--- src/rtl/uart_pkg.sv ---
// Shared types for the UART receive-side controller: handshake states,
// FIFO entry layout and the parity-error counter ceiling.
package uart_pkg;

  typedef enum logic [1:0] {
    WAIT    = 2'd0,
    ACK     = 2'd1,
    RELEASE = 2'd2
  } rx_state_t;

  typedef struct packed {
    logic       perr;
    logic [7:0] data;
  } rx_entry_t;

  localparam logic [7:0] ERRCNT_MAX = 8'd255;

endpackage

--- src/rtl/rx_ctrl_sync_fifo.sv ---
// First-word-fall-through FIFO: head is read straight from storage, and a
// push into a full FIFO is accepted when a pop frees a slot on the same edge.
module sync_fifo #(
  parameter int DEPTH = 8,
  parameter int W     = 9
) (
  input  logic                       clk,
  input  logic                       rst_n,
  input  logic                       push,
  input  logic [W-1:0]               din,
  input  logic                       pop,
  output logic                       push_ok,
  output logic [W-1:0]               head,
  output logic [$clog2(DEPTH):0]     level
);

  localparam int AW = $clog2(DEPTH);
  localparam logic [AW:0] FULL_LEVEL = (AW+1)'(DEPTH);

  logic [W-1:0]  mem [DEPTH];
  logic [AW-1:0] wr_ptr;
  logic [AW-1:0] rd_ptr;
  logic [AW:0]   count;
  logic          do_pop;
  logic          do_push;

  assign do_pop  = pop && (count != '0);
  assign do_push = push && ((count != FULL_LEVEL) || do_pop);
  assign push_ok = do_push;
  assign head    = mem[rd_ptr];
  assign level   = count;

  // Storage is cleared on reset so the head reads as zero while empty.
  always_ff @(posedge clk or negedge rst_n) begin
    if (!rst_n) begin
      for (int i = 0; i < DEPTH; i++) mem[i] <= '0;
      wr_ptr <= '0;
      rd_ptr <= '0;
      count  <= '0;
    end else begin
      if (do_push) begin
        mem[wr_ptr] <= din;
        wr_ptr      <= wr_ptr + 1'b1;
      end
      if (do_pop) rd_ptr <= rd_ptr + 1'b1;
      case ({do_push, do_pop})
        2'b10:   count <= count + 1'b1;
        2'b01:   count <= count - 1'b1;
        default: count <= count;
      endcase
    end
  end

endmodule

--- src/rtl/rx_ctrl.sv ---
// Receiver-side controller: acknowledges each received byte, queues it with
// its parity flag, and tracks overrun and parity-error status.
module rx_ctrl
  import uart_pkg::*;
#(
  parameter int DEPTH     = 8,
  parameter bit DROP_PERR = 1'b0
) (
  input  logic                   clk,
  input  logic                   Reset_n,
  input  logic                   Receive,
  input  logic [7:0]             Dout,
  input  logic                   parityErr,
  output logic                   Received,
  output logic                   out_valid,
  output logic [7:0]             out_data,
  output logic                   out_perr,
  input  logic                   out_ready,
  output logic                   Overrun,
  output logic [7:0]             ErrCount,
  output logic [$clog2(DEPTH):0] Level,
  input  logic                   ClrStatus,
  output logic [1:0]             dbg_state
);

  rx_state_t state;
  rx_state_t next_state;
  rx_entry_t wr_entry;
  rx_entry_t head;
  logic      capture;
  logic      push_req;
  logic      push_ok;
  logic      overrun_evt;
  logic      perr_evt;

  always_ff @(posedge clk or negedge Reset_n) begin
    if (!Reset_n) state <= WAIT;
    else          state <= next_state;
  end

  // RELEASE waits for Receive to drop so a held request is not captured twice.
  always_comb begin
    next_state = state;
    case (state)
      WAIT:    if (Receive) next_state = ACK;
      ACK:     next_state = RELEASE;
      RELEASE: if (!Receive) next_state = WAIT;
      default: next_state = WAIT;
    endcase
  end

  assign Received  = (state == ACK);
  assign dbg_state = state;

  assign capture     = (state == WAIT) && Receive;
  assign perr_evt    = capture && parityErr;
  assign push_req    = capture && !(DROP_PERR && parityErr);
  assign overrun_evt = push_req && !push_ok;
  assign wr_entry    = '{perr: parityErr, data: Dout};

  sync_fifo #(
    .DEPTH (DEPTH),
    .W     ($bits(rx_entry_t))
  ) u_fifo (
    .clk     (clk),
    .rst_n   (Reset_n),
    .push    (push_req),
    .din     (wr_entry),
    .pop     (out_ready),
    .push_ok (push_ok),
    .head    (head),
    .level   (Level)
  );

  assign out_valid = (Level != '0);
  assign out_data  = head.data;
  assign out_perr  = head.perr;

  always_ff @(posedge clk or negedge Reset_n) begin
    if (!Reset_n) begin
      Overrun  <= 1'b0;
      ErrCount <= '0;
    end else if (ClrStatus) begin
      Overrun  <= 1'b0;
      ErrCount <= '0;
    end else begin
      if (overrun_evt) Overrun <= 1'b1;
      if (perr_evt && (ErrCount != ERRCNT_MAX)) ErrCount <= ErrCount + 8'd1;
    end
  end

endmodule

--- config.mk ---
export PLATFORM = sky130hd
export DESIGN_NAME = rx_ctrl
export DESIGN_NICKNAME = d
export VERILOG_FILES = /design/src/rtl/uart_pkg.sv /design/src/rtl/rx_ctrl_sync_fifo.sv /design/src/rtl/rx_ctrl.sv
export SDC_FILE = /design/constraint.sdc
export NUM_CORES = 1
export LEC_CHECK = 0
export ABC_CLOCK_PERIOD_IN_PS = 5200
export BUFFER_PORTS_ARGS = -buffer_cell sky130_fd_sc_hd__buf_2
export CAP_MARGIN = 20
export CORE_UTILIZATION = 47
export CTS_CLUSTER_DIAMETER = 120
export DETAILED_ROUTE_END_ITERATION = 6
export MAX_ROUTING_LAYER = met4
export PLACE_DENSITY = 0.65
export RECOVER_POWER = 25
export SLEW_MARGIN = 10
export SYNTH_ARGS = -nofsm -noshare
export SYNTH_HDL_FRONTEND = slang
export SYNTH_SLANG_ARGS = --single-unit
--- constraint.sdc ---
create_clock -name clk -period 5.2 [get_ports clk]
set_input_delay 1.04 -clock clk [delete_from_list [all_inputs] [get_ports clk]]
set_output_delay 1.04 -clock clk [all_outputs]
set_load 0.05 [all_outputs]
# --- Word level (Yosys, flattened, before mapping) ---
# Index checks and enable logic that the tools add are counted.
word_totals:
  reg_bits: 93
  input_bits: 14
  output_inout_bits: 26
  wordCells: 61
classes:
  n_addsub: 5
  magnitude_cmp: 3
  n_eq_ne: 8
  mux: 14
  n_bitwise: 2
  reduce_logical: 15
ops:
  columns: ["op", "n"]
  rows:
  - ["bitwise mux 72 bit", 1]
  - ["binary-select mux 9 bit (select 3 bit)", 1]
  - ["demux 9 bit (select 3 bit)", 1]
  - ["two-way mux 9 bit", 3]
  - ["two-way mux 8 bit", 2]
  - ["adder 8 x 1 -> 8 bit (second input constant)", 1]
  - [">= comparator 4 bit (second input constant)", 2]
  - ["!= test 8 bit (second input constant)", 1]
  - ["NOT 3 -> 4 bit", 2]
  - ["one-hot mux 4 bit (2 select lines)", 1]
  - ["logical AND 1 bit", 7]
  - ["adder 3 x 1 -> 3 bit (second input constant)", 2]
  - ["one-hot mux 2 bit (3 select lines)", 1]
  - ["nonzero test 2 bit", 3]
  - ["adder 4 x 1 -> 4 bit (second input constant)", 1]
  - ["equality test 2 x 1 -> 1 bit (second input constant)", 2]
  - ["equality test 2 bit (second input constant)", 2]
  - ["less-than comparator 4 x 1 -> 1 bit (second input constant)", 1]
  - ["two-way mux 2 bit", 2]
  - ["!= test 2 bit (second input constant)", 2]
  - ["!= test 4 bit (second input constant)", 1]
  - ["nonzero test 4 bit", 1]
  - ["subtractor 4 x 1 -> 4 bit (second input constant)", 1]
  - ["zero test 2 bit", 1]
  - ["4 further kinds", 5]

# --- Longest topological paths before layout ---
logic_depth:
  word_depth: 8
  depth_mapped: 7
  ltp_nobuf: 7

# --- Hierarchy ---
# A second synthesis with hierarchy kept.
unflattened:
  hier_cells: 291
  area_unflattened_um2: 4480.5
by_module_without_submodules:
  columns: ["module", "instances", "cells_per_inst", "area_each_um2", "seq_area_each_um2"]
  rows:
  - ["sync_fifo", 1, 234, 3900.0, 2052.0]
  - ["rx_ctrl", 1, 57, 580.6, 275.3]

# --- Worst setup path after synthesis ---
# No wires, ideal clock.
synth_timing:
  path_kind: "register to output"
  startpoint: "reg u_fifo.rd_ptr[0]"
  endpoint: "out out_data[0]"
  t_arrival_ps: 1847
  required_ps: 4160
  path_slack_ps: 2313
  stages_incl_launch_ff: 5
  path_buffers: 2
  path_cell_list: "dfrtp_1 buf_2 buf_2 mux4_2 mux2_2"
synth_between:
  elab_chain_cells: 4
synth_lines:
  columns: ["item", "line_no", "text"]
  rows:
  - ["start, declared", "rx_ctrl_sync_fifo.sv:22", "logic [AW-1:0] rd_ptr;"]
  - ["start signal, assigned", "rx_ctrl_sync_fifo.sv:45", "if (do_pop) rd_ptr <= rd_ptr + 1'b1;"]
  - ["NOT 3 -> 4 bit (not written as such)", "rx_ctrl_sync_fifo.sv:30", "assign head = mem[rd_ptr];"]
  - ["binary-select mux 9 bit (select 3 bit)", "rx_ctrl_sync_fifo.sv:30", null]
  - ["two-way mux 9 bit (not written as such) (2 in series)", "rx_ctrl_sync_fifo.sv:30", null]
  - ["end, declared", "rx_ctrl.sv:16", "output logic [7:0] out_data,"]
# No other way between the ends. The select of a mux whose other input is x is not followed.

# --- Final worst setup path ---
layout_timing:
  startpoint: "reg u_fifo.rd_ptr[0]"
  endpoint: "out out_perr"
layout_between:
  elab_chain_cells: 4
layout_lines:
  columns: ["item", "line_no", "text"]
  rows:
  - ["NOT 3 -> 4 bit (not written as such)", "rx_ctrl_sync_fifo.sv:30", null]
  - ["binary-select mux 9 bit (select 3 bit)", "rx_ctrl_sync_fifo.sv:30", null]
  - ["two-way mux 9 bit (not written as such) (2 in series)", "rx_ctrl_sync_fifo.sv:30", null]
  - ["end, declared", "rx_ctrl.sv:17", "output logic out_perr,"]
# No other way between the ends. The select of a mux whose other input is x is not followed.

==> summary.md <==
| Metric | Value |
|---|---|
| Post-CTS setup buffer count | 0 |
| Failing checks | DRC |
| Post-CTS sizing | 0 |
| Global-route met1 utilization | 26.9% |
| Num Clock Sinks | 93 |
| # nets final | 350 |
| CTS max path bufs | 2 |
| Ys flop type | dfrtp_1 |
| Avg Cell Area, Syn | 15.5 µm² |
| Grt met2 use | around 28% |
| Crit path DAT | 2.42 ns |
| RSZ-0062 raised after global routing | no |
| CP Class | flop to output port |
| Cell Area, Synth | 4460 µm² |
| Multi-input gate area | 2050 µm² |
| Largest net degree at the start of global routing | 64 |
| Post-Layout Cell Count | ~450 |
| Register area share after synthesis | 52.2% |
| Drt first pass iters | 6 |
| Vias/cell | 5.64 |
| Area delta synth->final | 11.1% |
| Worst-path fanout max | 12 |
| Worst setup EP type | output port |
| Total die area | 9870 µm² |
| Final hold slack | 0.496 ns |
| Peak supply drop | 300 µV |
| CP startpoint kind | flop |
| Chip Width | 99.4 µm |
| Pwr Density | 673 nW/µm² |
| Post-route ant nets | 0 |
| Slew Viols, Final | 0 |
| H-tree levels | 3 |
| Final min period | 3.46 ns |
| Slew of the pin with the lowest slew margin | slightly above 0.9 ns |
| Vias in the first global route | 2547 |
| Final period util | 66.6% |
| Routed via count | roughly 2500 |
| Hold-fix buffers at CTS | 0 |
| I/O pin cnt | 40 |
| Placed cells | 430 |
| Seq. cell area | about 2300 µm² |
| WL final | 8120 µm |
| Relative slew margins | 39.3% |
| Worst EP required | 4.16 ns |
| Post-Syn Instances | 288 |
| Die height | 99.4 µm |
| GR peak layer | met2 |
| Async S/R FF share, synth | 100% |
| TritonCTS clock tree | built |
| Number of flops mapped to enable cells by yosys | 0 |
| Global-route wire length before repair | 13700 µm |
| Leakage | approximately 2.2 nW |
| Fmax | just under 300 MHz |
| CTS clock-pin slew for the worst setup and hold paths | ~0.090 ns |
| Total of max-cap violations | 0 |
| Port Buffer Count | 39 |
| Synthesized flop and latch total | 93 |
| Setup TNS | 0 ns |
| Netlist cell types | 49 |
| Status | complete, but fails checks |
| Global Route met3 Usage | 4.22% |
| Grt ovf | 0 |
| CTS buffer count | 9 |
| Clock Skews | 0.0130 ns |
| DRC violations left | 2 |
| Worst-Skew Late Latency | 0.35 ns |
| Fin. Hold Viols | 0 |
| Most frequent cells in the layout | dfrtp_1 (93), mux2_2 (81), buf_2 (37), mux4_2 (18), clkbuf_8 (9) |
| Share of layout cells above drive strength 1 | 49.4% |
| HP Class | flop to flop |
| Row Count | 35 |
| Wire per inst | 18.2 µm |
| # setup viols final | 0 |
| Placer Congestion | 0.723 |
| Diodes inserted | 0 |
| Core ar. | 9200 µm² |
| Hpwl dp | 5300 µm |
| GRT Total Usage | approximately a fifth |
| YS warnings | 0 |
| Starting Density | between 40% and 50% |
| Most common library cell in the layout ignoring fill and taps | dfrtp_1 |
| Root Buffer | clkbuf_8 |
| Initial antenna violation count | 0 |
| Initial DRC Count | 38 |
| Post-synth net total | about 300 |
| FILL cells | 800 |
[power breakdown]
group	total [mW]	internal [mW]	leakage (nW)	switching [mW]
Combinational	1.49	0.718	0.963	0.771
Sequential	1.33	1.04	1.16	0.294
Clock	0.507	0.269	0.103	0.238
[state kept, by name, summed over array words and instances, names as in the netlist]
signal	flops
u_fifo.mem	72
dbg_state	2
ErrCount	8
Overrun	1
u_fifo.rd_ptr	3
u_fifo.level	4
u_fifo.wr_ptr	3
[layout make-up]
| type | instances | share of cell area, % |
|---|---|---|
| Tap cell | 111 | 2.81 |
| Timing Repair Buffer | 41 | 4.27 |
| Sequential cell | 93 | 47.0 |
| Inverter | 5 | 0.379 |
| Clock inverter | 4 | 1.49 |
| Clock buffer | 11 | 2.65 |
| Multi-Input combinational cell | 180 | 41.4 |
[logic make-up after synthesis]
group | after synthesis | share of synthesized area, %
XOR/XNOR | 11 | 2.16
adder cells (fa/ha/maj) | 6 | 1.85
AND/OR/NAND/NOR | 43 | 8.45
AO/OA/AOI/OAI | 17 | 3.26
flip-flops | 93 | 52.2
buffers and inverters | 15 | 1.52
multiplexers | 103 | 30.5
[stage by stage]
stage               power (mW)  util (%)  area, µm²  worst slack (ns)
floorplan                 2.55         -       4460              2.31
global placement          2.82      51.7       4760              2.07
detailed placement        2.86      51.7       4760              2.06
CTS                       3.38      54.0       4960              1.65
global route              3.53      53.8       4950              1.57
finish                    3.33      53.8       4950              1.74
[path summary, 6_finish.rpt]
kind                                        from               end  slack (ns)  depth (start not counted)
worst max-delay path            u_fifo.rd_ptr[0]          out_perr        1.74                          4
worst min-delay path              u_fifo.mem[13]    u_fifo.mem[13]        0.50                          1
worst max register to register      dbg_state[1]    u_fifo.mem[41]        2.54                          4
worst min register to register    u_fifo.mem[13]    u_fifo.mem[13]        0.50                          1
max in group asynchronous                Reset_n  u_fifo.rd_ptr[2]        3.52                          2
min in group asynchronous                Reset_n   u_fifo.level[3]        0.77                          1
[synthesized netlist by cell type (2+ instances only)]
cell type	instances	area [µm²]
dfrtp_1	93	2330
mux2_2	81	912
mux4_2	18	405
nor2_1	8	30.0
nand2_1	6	22.5
xnor2_1	6	52.6
ha_1	5	62.6
inv_1	5	18.8
xor2_1	5	43.8
buf_1	4	15.0
nand3_1	4	20.0
a21oi_1	3	15.0
buf_2	3	15.0
and2_1	2	12.5
and3_1	2	12.5
clkbuf_1	2	7.51
mux2_1	2	22.5
mux2i_1	2	20.0
nand2b_1	2	12.5
nand4_1	2	12.5
nand4b_4	2	47.6
nor3_1	2	10.0
nor4b_4	2	47.6
o2111ai_1	2	17.5
[critical path: stages (launching register included)]
cell and delay [ns]:
dfrtp_1 0.69, buf_4 0.36, mux4_2 0.52, mux2_2 0.29, buf_2 0.21
[routing by layer]
metal | vias to the layer above | share of wire [%]
met3 | 4 | 3.1
met2 | 32 | 47
met4 | 0 | 0.76
met5 | - | 0
met1 | 1309 | 49
li1 | 1163 | -
Note: power is estimated with default switching activity, not from simulation.
